File: src/rtl/hist_dump_receiver_if.sv
// Bundle of the beat stream, host read port and status outputs of hist_dump_receiver.
// The master side drives beats and the read address; the slave side is the receiver.
interface hist_dump_receiver_if;
  logic [7:0] din;
  logic       din_valid;
  logic       din_last;
  logic [5:0] rd_addr;
  logic [3:0] rd_data;
  logic       have_frame;
  logic       frame_ok;
  logic       frame_err;
  logic [1:0] err_code;
  logic [7:0] frame_cnt;
  logic [9:0] total;
  logic [5:0] peak_bin;
  logic [3:0] peak_val;

  modport master (
    output din, din_valid, din_last, rd_addr,
    input  rd_data, have_frame, frame_ok, frame_err, err_code,
           frame_cnt, total, peak_bin, peak_val
  );

  modport slave (
    input  din, din_valid, din_last, rd_addr,
    output rd_data, have_frame, frame_ok, frame_err, err_code,
           frame_cnt, total, peak_bin, peak_val
  );
endinterface

File: src/rtl/hist_dump_receiver.sv
// Double-buffered receiver for 64-beat histogram dumps with per-frame total/peak statistics.
// Frames land in the back bank and become host-visible only when complete and clean.
module hist_dump_receiver (
  input logic                 clk,
  input logic                 bin_reset,
  hist_dump_receiver_if.slave bus
);

  typedef enum logic [1:0] {
    IDLE  = 2'd0,
    RECV  = 2'd1,
    DRAIN = 2'd2
  } state_e;

  localparam logic [5:0] LAST_IDX  = 6'd63;
  localparam logic [1:0] ERR_SHORT = 2'b01;
  localparam logic [1:0] ERR_LONG  = 2'b10;
  localparam logic [1:0] ERR_NIB   = 2'b11;

  state_e     state_q, state_d;
  logic [5:0] idx_q, idx_d;
  logic       bank_q, bank_d;

  logic [3:0] bank0_q [64];
  logic [3:0] bank1_q [64];

  logic [9:0] sh_total_q, sh_total_d;
  logic [5:0] sh_pbin_q, sh_pbin_d;
  logic [3:0] sh_pval_q, sh_pval_d;
  logic       sh_bad_q, sh_bad_d;

  logic [3:0] rd_data_q;
  logic       have_q;
  logic       ok_q;
  logic       err_q;
  logic [1:0] code_q;
  logic [7:0] cnt_q;
  logic [9:0] total_q;
  logic [5:0] pbin_q;
  logic [3:0] pval_q;

  logic [3:0] beat_bin;
  logic       beat_bad;
  logic [9:0] base_total;
  logic [5:0] base_pbin;
  logic [3:0] base_pval;
  logic       base_bad;
  logic [9:0] acc_total;
  logic [5:0] acc_pbin;
  logic [3:0] acc_pval;
  logic       acc_bad;

  logic       we;
  logic       commit;
  logic       err_pulse;
  logic [1:0] err_code_d;

  function automatic logic [9:0] add_bin(input logic [9:0] sum, input logic [3:0] bin);
    return sum + {6'd0, bin};
  endfunction

  // Strictly greater only, so the earliest index wins a tie.
  function automatic logic peak_wins(input logic [3:0] cand, input logic [3:0] cur);
    return cand > cur;
  endfunction

  // Running statistics including the current beat; a frame's first beat starts from zero.
  always_comb begin
    beat_bin = bus.din[3:0];
    beat_bad = |bus.din[7:4];
    if (state_q == IDLE) begin
      base_total = '0;
      base_pbin  = '0;
      base_pval  = '0;
      base_bad   = 1'b0;
    end else begin
      base_total = sh_total_q;
      base_pbin  = sh_pbin_q;
      base_pval  = sh_pval_q;
      base_bad   = sh_bad_q;
    end
    acc_total = add_bin(base_total, beat_bin);
    acc_bad   = base_bad | beat_bad;
    if (peak_wins(beat_bin, base_pval)) begin
      acc_pbin = idx_q;
      acc_pval = beat_bin;
    end else begin
      acc_pbin = base_pbin;
      acc_pval = base_pval;
    end
  end

  always_comb begin
    state_d    = state_q;
    idx_d      = idx_q;
    bank_d     = bank_q;
    we         = 1'b0;
    commit     = 1'b0;
    err_pulse  = 1'b0;
    err_code_d = code_q;
    sh_total_d = sh_total_q;
    sh_pbin_d  = sh_pbin_q;
    sh_pval_d  = sh_pval_q;
    sh_bad_d   = sh_bad_q;

    unique case (state_q)
      IDLE: begin
        if (bus.din_valid) begin
          if (bus.din_last) begin
            err_pulse  = 1'b1;
            err_code_d = ERR_SHORT;
          end else begin
            we         = 1'b1;
            sh_total_d = acc_total;
            sh_pbin_d  = acc_pbin;
            sh_pval_d  = acc_pval;
            sh_bad_d   = acc_bad;
            idx_d      = 6'd1;
            state_d    = RECV;
          end
        end
      end

      RECV: begin
        if (bus.din_valid) begin
          if (bus.din_last) begin
            if (idx_q == LAST_IDX) begin
              we = 1'b1;
              if (acc_bad) begin
                err_pulse  = 1'b1;
                err_code_d = ERR_NIB;
              end else begin
                commit = 1'b1;
                bank_d = ~bank_q;
              end
            end else begin
              err_pulse  = 1'b1;
              err_code_d = ERR_SHORT;
            end
            idx_d   = '0;
            state_d = IDLE;
          end else if (idx_q == LAST_IDX) begin
            // A 64th beat without last means the frame is already too long.
            err_pulse  = 1'b1;
            err_code_d = ERR_LONG;
            idx_d      = '0;
            state_d    = DRAIN;
          end else begin
            we         = 1'b1;
            sh_total_d = acc_total;
            sh_pbin_d  = acc_pbin;
            sh_pval_d  = acc_pval;
            sh_bad_d   = acc_bad;
            idx_d      = idx_q + 6'd1;
          end
        end
      end

      DRAIN: begin
        if (bus.din_valid && bus.din_last) begin
          state_d = IDLE;
        end
      end

      default: begin
        state_d = IDLE;
        idx_d   = '0;
      end
    endcase
  end

  always_ff @(posedge clk or posedge bin_reset) begin
    if (bin_reset) begin
      state_q    <= IDLE;
      idx_q      <= '0;
      bank_q     <= 1'b0;
      sh_total_q <= '0;
      sh_pbin_q  <= '0;
      sh_pval_q  <= '0;
      sh_bad_q   <= 1'b0;
      rd_data_q  <= '0;
      have_q     <= 1'b0;
      ok_q       <= 1'b0;
      err_q      <= 1'b0;
      code_q     <= '0;
      cnt_q      <= '0;
      total_q    <= '0;
      pbin_q     <= '0;
      pval_q     <= '0;
    end else begin
      state_q    <= state_d;
      idx_q      <= idx_d;
      bank_q     <= bank_d;
      sh_total_q <= sh_total_d;
      sh_pbin_q  <= sh_pbin_d;
      sh_pval_q  <= sh_pval_d;
      sh_bad_q   <= sh_bad_d;
      // Read uses the pre-swap select, so the swap cycle still shows the old frame.
      rd_data_q  <= bank_q ? bank1_q[bus.rd_addr] : bank0_q[bus.rd_addr];
      ok_q       <= commit;
      err_q      <= err_pulse;
      code_q     <= err_code_d;
      if (commit) begin
        have_q  <= 1'b1;
        cnt_q   <= cnt_q + 8'd1;
        total_q <= acc_total;
        pbin_q  <= acc_pbin;
        pval_q  <= acc_pval;
      end
    end
  end

  always_ff @(posedge clk or posedge bin_reset) begin
    if (bin_reset) begin
      for (int i = 0; i < 64; i++) begin
        bank0_q[i] <= '0;
        bank1_q[i] <= '0;
      end
    end else if (we) begin
      if (bank_q) begin
        bank0_q[idx_q] <= beat_bin;
      end else begin
        bank1_q[idx_q] <= beat_bin;
      end
    end
  end

  assign bus.rd_data    = rd_data_q;
  assign bus.have_frame = have_q;
  assign bus.frame_ok   = ok_q;
  assign bus.frame_err  = err_q;
  assign bus.err_code   = code_q;
  assign bus.frame_cnt  = cnt_q;
  assign bus.total      = total_q;
  assign bus.peak_bin   = pbin_q;
  assign bus.peak_val   = pval_q;

endmodule

File: src/flat_wrapper.sv
// flat-port wrapper written by rule: the top's interface ports become plain ports
module hist_dump_receiver_flat 
  (clk, bin_reset, bus_din, bus_din_valid, bus_din_last, bus_rd_addr, bus_rd_data, bus_have_frame, bus_frame_ok, bus_frame_err, bus_err_code, bus_frame_cnt, bus_total, bus_peak_bin, bus_peak_val);
  hist_dump_receiver_if bus_i ();
  input logic clk;
  input logic bin_reset;
  input wire logic [$bits(bus_i.din)-1:0] bus_din;
  input wire logic [$bits(bus_i.din_valid)-1:0] bus_din_valid;
  input wire logic [$bits(bus_i.din_last)-1:0] bus_din_last;
  input wire logic [$bits(bus_i.rd_addr)-1:0] bus_rd_addr;
  output wire logic [$bits(bus_i.rd_data)-1:0] bus_rd_data;
  output wire logic [$bits(bus_i.have_frame)-1:0] bus_have_frame;
  output wire logic [$bits(bus_i.frame_ok)-1:0] bus_frame_ok;
  output wire logic [$bits(bus_i.frame_err)-1:0] bus_frame_err;
  output wire logic [$bits(bus_i.err_code)-1:0] bus_err_code;
  output wire logic [$bits(bus_i.frame_cnt)-1:0] bus_frame_cnt;
  output wire logic [$bits(bus_i.total)-1:0] bus_total;
  output wire logic [$bits(bus_i.peak_bin)-1:0] bus_peak_bin;
  output wire logic [$bits(bus_i.peak_val)-1:0] bus_peak_val;
  assign bus_i.din = bus_din;
  assign bus_i.din_valid = bus_din_valid;
  assign bus_i.din_last = bus_din_last;
  assign bus_i.rd_addr = bus_rd_addr;
  assign bus_rd_data = bus_i.rd_data;
  assign bus_have_frame = bus_i.have_frame;
  assign bus_frame_ok = bus_i.frame_ok;
  assign bus_frame_err = bus_i.frame_err;
  assign bus_err_code = bus_i.err_code;
  assign bus_frame_cnt = bus_i.frame_cnt;
  assign bus_total = bus_i.total;
  assign bus_peak_bin = bus_i.peak_bin;
  assign bus_peak_val = bus_i.peak_val;
  hist_dump_receiver u_core (.clk(clk), .bin_reset(bin_reset), .bus(bus_i));
endmodule
File: config.mk
export PLATFORM = sky130hd
export DESIGN_NAME = hist_dump_receiver_flat
export DESIGN_NICKNAME = d
export VERILOG_FILES = /design/src/rtl/hist_dump_receiver_if.sv /design/src/rtl/hist_dump_receiver.sv /design/src/flat_wrapper.sv
export SDC_FILE = /design/constraint.sdc
export NUM_CORES = 1
export LEC_CHECK = 0
export ABC_CLOCK_PERIOD_IN_PS = 23700
export CAP_MARGIN = 20
export CORE_MARGIN = 2
export CORE_UTILIZATION = 35
export CTS_CLUSTER_DIAMETER = 80
export DETAILED_ROUTE_END_ITERATION = 7
export GPL_TIMING_DRIVEN = 1
export PLACE_DENSITY = 0.58
export SLEW_MARGIN = 40
export SYNTH_ARGS = -nofsm -noshare
export SYNTH_HDL_FRONTEND = slang
export SYNTH_SLANG_ARGS = --single-unit
File: constraint.sdc
create_clock -name clk -period 23.7 [get_ports clk]
set_clock_uncertainty 0.05 [all_clocks]
set_input_delay 4.74 -clock clk [delete_from_list [all_inputs] [get_ports clk]]
set_output_delay 4.74 -clock clk [all_outputs]
set_load 0.01 [all_outputs]
==> impl_metrics.json, run 1 <==
{
  "outcome": "finished, final reports clean",
  "cts_made_buffers": 60,
  "port_buffers": 54,
  "postCtsSetupBuffers": 0,
  "start_util": 0.3515,
  "syn_area_um2": 26560,
  "hold_viol": 0,
  "worstPathMaxFanout": 8,
  "grt_antenna_before_repair": 1,
  "die-area_um2": 78110,
  "cts_root_buf": "clkbuf_16",
  "clock_latency_ps": 620,
  "cts_buffer_depth": 3,
  "yosysWarnings": 0,
  "rrSetupSlack_ps": 19510,
  "dp_hpwl_um": 47050,
  "min_period_ps": 7676,
  "route.detailed.drc": 0,
  "ioPinCount": 55,
  "powerDensity_nw_per_um2": 71.53,
  "wl_per_cell_um": 24.41,
  "std_cell_rows": 101,
  "hp-class": "flip-flop to flip-flop",
  "worstMarginPinSlew_ps": 882.2,
  "drive_above_1_share": 0.3754,
  "crit_path_end_kind": "flip-flop",
  "viasPerCell": 5.529,
  "grt_pass1_vias": 16970,
  "via_count": 16323,
  "drt_iter0_markers": 1280,
  "startpoint_type": "primary input",
  "avgSynthCellArea_um2": 13.95,
  "ys_ff_latch": 579,
  "die_w_um": 279.5,
  "cap_violations": 0,
  "fin_nets": 1959,
  "layout_commonest_cell": "dfrtp_1",
  "drt_wl_total_um": 72050,
  "slew_headroom": 0.4102,
  "fin_tns_setup_ps": 0,
  "gp_congestion": 0.8403,
  "yosysUniqueCellTypes": 43,
  "cts_resized": 0,
  "cts_tree": "done",
  "grt_max_degree": 151,
  "htree_levels": 2,
  "rsz0062_at_grt": "no",
  "finalSetupViolCount": 0,
  "n_antenna_cell": 0,
  "drv_slew": 0,
  "crit_required_ps": 24150,
  "crit_arrival_ps": 8130,
  "grt_pass1_wl_um": 110600,
  "yosysSeqAreaShare": 0.5455,
  "area_growth_syn_to_layout_pct": 13.74,
  "ant_nets": 0,
  "peakVddDrop_uv": 50.90,
  "post-route-period-util": 0.3239,
  "die_height_um": 279.5,
  "final_cell_mix": "dfrtp_1 (578), mux2_2 (426), nand2_1 (231), mux4_2 (168), o21ai_0 (132)",
  "drt_pass1_iterations": 7,
  "grt_overflow_total": 0,
  "gr-usage-all-layers": 0.1873,
  "cts_hold_buf": 0,
  "synthCells": 1904,
  "p_leak_nw": 13.85,
  "clkSinkCount": 579,
  "fmax_ghz": 0.1303,
  "p_total_mw": 2.161,
  "core-area_um2": 75570,
  "critical_path_class": "primary input to flip-flop",
  "cts.clk_slew.worst_paths_ps": 60,
  "syn_nets": 1934
}
==> cell families after synthesis <==
family	synth area share
DFF	0.5455
and+or+nand+nor	0.06072
xor gates and xnor gates	0.004946
buffers and inverters	0.02016
adders and majority gates	0.005936
muxes	0.3272
AOI/OAI and AO/OA	0.03552
==> synthesized netlist by cell type <==
master	count	area share
dfrtp_1	579	0.55
mux2_2	426	0.18
nand2_1	231	0.033
mux4_2	168	0.14
o21ai_0	133	0.025
clkbuf_1	88	0.012
nor2_1	82	0.012
buf_1	17	0.0024
inv_1	16	0.0023
and2_1	14	0.0033
buf_2	14	0.0026
nor3_1	13	0.0024
a22o_1	12	0.0040
ha_1	11	0.0052
mux2i_1	11	0.0041
nand3_1	11	0.0021
xnor2_1	11	0.0036
nand2b_1	7	0.0016
nand4_1	6	0.0014
nor2b_1	6	0.0014
a21oi_1	5	0.00094
and3_1	5	0.0012
or2_2	5	0.0012
xor2_1	4	0.0013
a31oi_1	3	0.00071
o21a_1	3	0.00085
o31ai_1	3	0.00085
a21o_1	2	0.00057
nor4_1	2	0.00047
o211ai_1	2	0.00057
or3_1	2	0.00047
a211oi_1	1	0.00028
a22oi_1	1	0.00028
a32oi_1	1	0.00033
buf_6	1	0.00042
fa_1	1	0.00075
nand3b_1	1	0.00028
nand4b_1	1	0.00033
nor3b_1	1	0.00028
o211a_1	1	0.00038
o21ai_1	1	0.00019
o22ai_1	1	0.00024
o41ai_1	1	0.00033
==> sequential cells by signal, summed over array words and instances (netlist names) <==
name,flops
u_core.bank0_q,256
u_core.bank1_q,256
u_core.bus.total,10
u_core.sh_total_q,10
u_core.bus.frame_cnt,8
u_core.bus.peak_bin,6
u_core.idx_q,6
u_core.sh_pbin_q,6
u_core.bus.peak_val,4
u_core.bus.rd_data,4
u_core.sh_pval_q,4
u_core.bus.err_code,2
u_core.state_q,2
u_core.bank_q,1
u_core.bus.frame_err,1
u_core.bus.frame_ok,1
u_core.bus.have_frame,1
u_core.sh_bad_q,1
==> metrics by stage <==
stage / cell area (um2) / std cells / hold slack (ps) / util / setup slack [ps]
2_1_floorplan: 26560 / 1904 / 391.8 / - / 2711
3_3_place_gp: 28040 / 2839 / 407.9 / 0.3710 / 15000
3_5_place_dp: 28140 / 2841 / 415.1 / 0.3723 / 15520
4_1_cts: 30110 / 2948 / 429.6 / 0.3984 / 16180
5_1_grt: 30210 / 2952 / 458.6 / 0.3998 / 15920
6_report: 30210 / 2952 / 419.6 / 0.3998 / 16020
==> critical path: stages <==
cell,delay [ps]
clkdlybuf4s50_1,660
nor2b_1,450
o211ai_1,420
nor2_1,280
nand3_1,540
nor2_1,640
mux2_2,400
==> power by group <==
group          internal, mW  total (mW)  switching (mW)
Sequential             1.02        1.05          0.0263
Clock                 0.557       0.950           0.393
Combinational        0.0631       0.165           0.102
==> cell type report <==
| class | instances | area (um2) |
|---|---|---|
| fillers | 6934 | 45360 |
| repair buffers | 83 | 873.3 |
| flip-flops and latches | 579 | 14490 |
| well taps | 978 | 1224 |
| inverters | 16 | 72.57 |
| clock buffers | 92 | 1823 |
| multi-input cells | 1189 | 11580 |
| clock inverters | 15 | 150.1 |
==> final timing paths <==
path,from,endpoint,depth (start not counted)
min reg2reg,u_core.bus.have_frame,u_core.bus.have_frame,1
max in group asynchronous,bin_reset,u_core.bank1_q[127],4
min,u_core.bus.have_frame,u_core.bus.have_frame,1
max,bus_din_valid,u_core.bank0_q[114],7
max reg2reg,u_core.idx_q[0],u_core.bank0_q[114],10
min in group asynchronous,bin_reset,u_core.bus.total[1],2
==> metal layers <==
| metal | track usage | routed length (um) | vias up |
|---|---|---|---|
| met4 | 0.05306 | 1993 | 0 |
| met3 | 0.03178 | 3825 | 125 |
| li1 | - | - | 6994 |
| met5 | 0 | 0 | - |
| met2 | 0.3073 | 34660 | 446 |
| met1 | 0.2569 | 31570 | 8758 |
No activity file was read; power rests on OpenSTA's default activity.
==> run 2: changes to the inputs <==
- ABC_CLOCK_PERIOD_IN_PS: 23700 -> 6800
- PLACE_DENSITY: 0.58 -> 0.6
- clock period: 23.7 -> 6.8 ns (I/O delays scaled with it)
==> run 2 against run 1 <==
Effect of this change: clock-buffer cell count increased by 3; non-clock buffer count up 3; largest power group unchanged; power grew to 3.5 times the previous value; critical path type unchanged; sequential power rose to 3.5 times the previous value.
==> impl_metrics.json, run 2 (synthesis results as in run 1) <==
{
  "outcome": "finished, final reports clean",
  "crit_path_end_kind": "flip-flop",
  "slew_headroom": 0.4207,
  "grt_antenna_before_repair": 1,
  "htree_levels": 2,
  "cts_made_buffers": 61,
  "layout_commonest_cell": "dfrtp_1",
  "fmax_ghz": 0.2433,
  "gr-usage-all-layers": 0.1809,
  "die_w_um": 279.5,
  "grt_pass1_wl_um": 108300,
  "setup_ws_ps": 2689,
  "hold_viol": 0,
  "design_area_um2": 30230,
  "min_period_ps": 4111,
  "reg.largest.list": "u_core.bank0_q: 256 flops, u_core.bank1_q: 256 flops",
  "crit_arrival_ps": 4560,
  "finalSetupViolCount": 0,
  "drive_above_1_share": 0.3742,
  "fin_nets": 1963,
  "core-area_um2": 75570,
  "ant_nets": 0,
  "hp-class": "flip-flop to flip-flop",
  "grt_pass1_vias": 17213,
  "wl_per_cell_um": 23.42,
  "met1_length_um": 30580,
  "worstPathMaxFanout": 8,
  "peakVddDrop_uv": 162.6,
  "critical_path_class": "primary input to flip-flop",
  "final_cell_mix": "dfrtp_1 (578), mux2_2 (426), nand2_1 (230), mux4_2 (168), o21ai_0 (132)",
  "cts_root_buf": "clkbuf_16",
  "drt_pass1_iterations": 7,
  "dpl-instance-area_um2": 28150,
  "cts_buffer_depth": 3,
  "cts_resized": 0,
  "route.detailed.drc": 0,
  "startpoint_type": "primary input",
  "via_count": 16154,
  "dr.max_layer_used": "met4",
  "grt_max_degree": 144,
  "cap_violations": 0,
  "worstMarginPinSlew_ps": 865.7,
  "n_antenna_cell": 0,
  "ioPinCount": 55,
  "gp_congestion": 0.8002,
  "clkSinkCount": 579,
  "fillerInstances": 6948,
  "die-area_um2": 78110,
  "wl_met3_um": 2958,
  "port_buffers": 54,
  "hold_slack_ps": 428.0,
  "std_cell_rows": 101,
  "area_growth_syn_to_layout_pct": 13.82,
  "die_height_um": 279.5,
  "dp_hpwl_um": 44710,
  "pre_cts_ws_ps": 2068,
  "drv_slew": 0,
  "crit_required_ps": 7250,
  "grt_overflow_total": 0,
  "rsz0062_at_grt": "no",
  "drt_wl_total_um": 69280,
  "post-route-period-util": 0.6045,
  "drt_iter0_markers": 1303,
  "viasPerCell": 5.461,
  "cts.clk_slew.worst_paths_ps": 60,
  "powerDensity_nw_per_um2": 249.8,
  "start_util": 0.3515,
  "cts_hold_buf": 0,
  "p_leak_nw": 13.87,
  "postCtsSetupBuffers": 0,
  "cts_tree": "done",
  "met2_length_um": 33760,
  "clock_latency_ps": 640
}
-- run 2: changes by cell type in the layout (fill, tap and decap cells not counted), sizes merged --
cell / before / now
clkinvlp: 0 / 1
inv: 15 / 14
clkbuf: 93 / 96
buf: 36 / 39
-- run 2: layout make-up --
type	count	area, um2	area share
well taps	978	1224	0.04048
inverters	16	63.81	0.002111
clock buffers	95	1847	0.06109
repair buffers	86	875.8	0.02897
clock inverters	15	157.7	0.005215
flip-flops and latches	579	14490	0.4793
multi-input cells	1189	11570	0.3828
-- run 2: per-stage QoR --
step / cells / utilization / power, mW / setup TNS, ps
final: 2958 / 0.4000 / 7.552 / 0
after global routing: 2958 / 0.4000 / 7.853 / 0
after CTS: 2956 / 0.3990 / 7.633 / 0
after detailed placement: 2846 / 0.3725 / 4.279 / 0
after global placement: 2846 / 0.3721 / 4.255 / 0
after floorplan: 1904 / - / 4.083 / -1447200
-- run 2: layer usage --
| layer | GRT usage | vias up |
|---|---|---|
| li1 | - | 7007 |
| met1 | 0.2445 | 8687 |
| met4 | 0.05992 | 0 |
| met5 | 0 | - |
| met2 | 0.3023 | 334 |
| met3 | 0.02402 | 126 |
-- run 2: path summary, 6_finish.rpt --
check,start,slack (ps),cells past startpoint,to
setup / recovery,bus_din_valid,2690,7,u_core.bank0_q[242]
hold / removal,u_core.bank1_q[62],430,2,u_core.bank1_q[62]
setup reg to reg,u_core.idx_q[5],2760,9,u_core.bank0_q[242]
min in group asynchronous,bin_reset,1020,2,u_core.bank0_q[145]
hold reg to reg,u_core.bank1_q[62],430,2,u_core.bank1_q[62]
max in group asynchronous,bin_reset,4120,5,u_core.bank1_q[187]
-- run 2: critical path, stage by stage --
cell and delay, ps:
clkdlybuf4s50_1 660, nor2b_1 430, o211ai_1 340, nor2_1 250
nand3_1 570, nor2_1 560, mux2_2 390
-- run 2: power breakdown --
group          total [mW]  switching (mW)  leakage (nW)  internal (mW)
Sequential           3.65          0.0921          8.02           3.55
Combinational       0.568           0.349          4.85          0.219
Clock                3.34            1.37         0.994           1.96
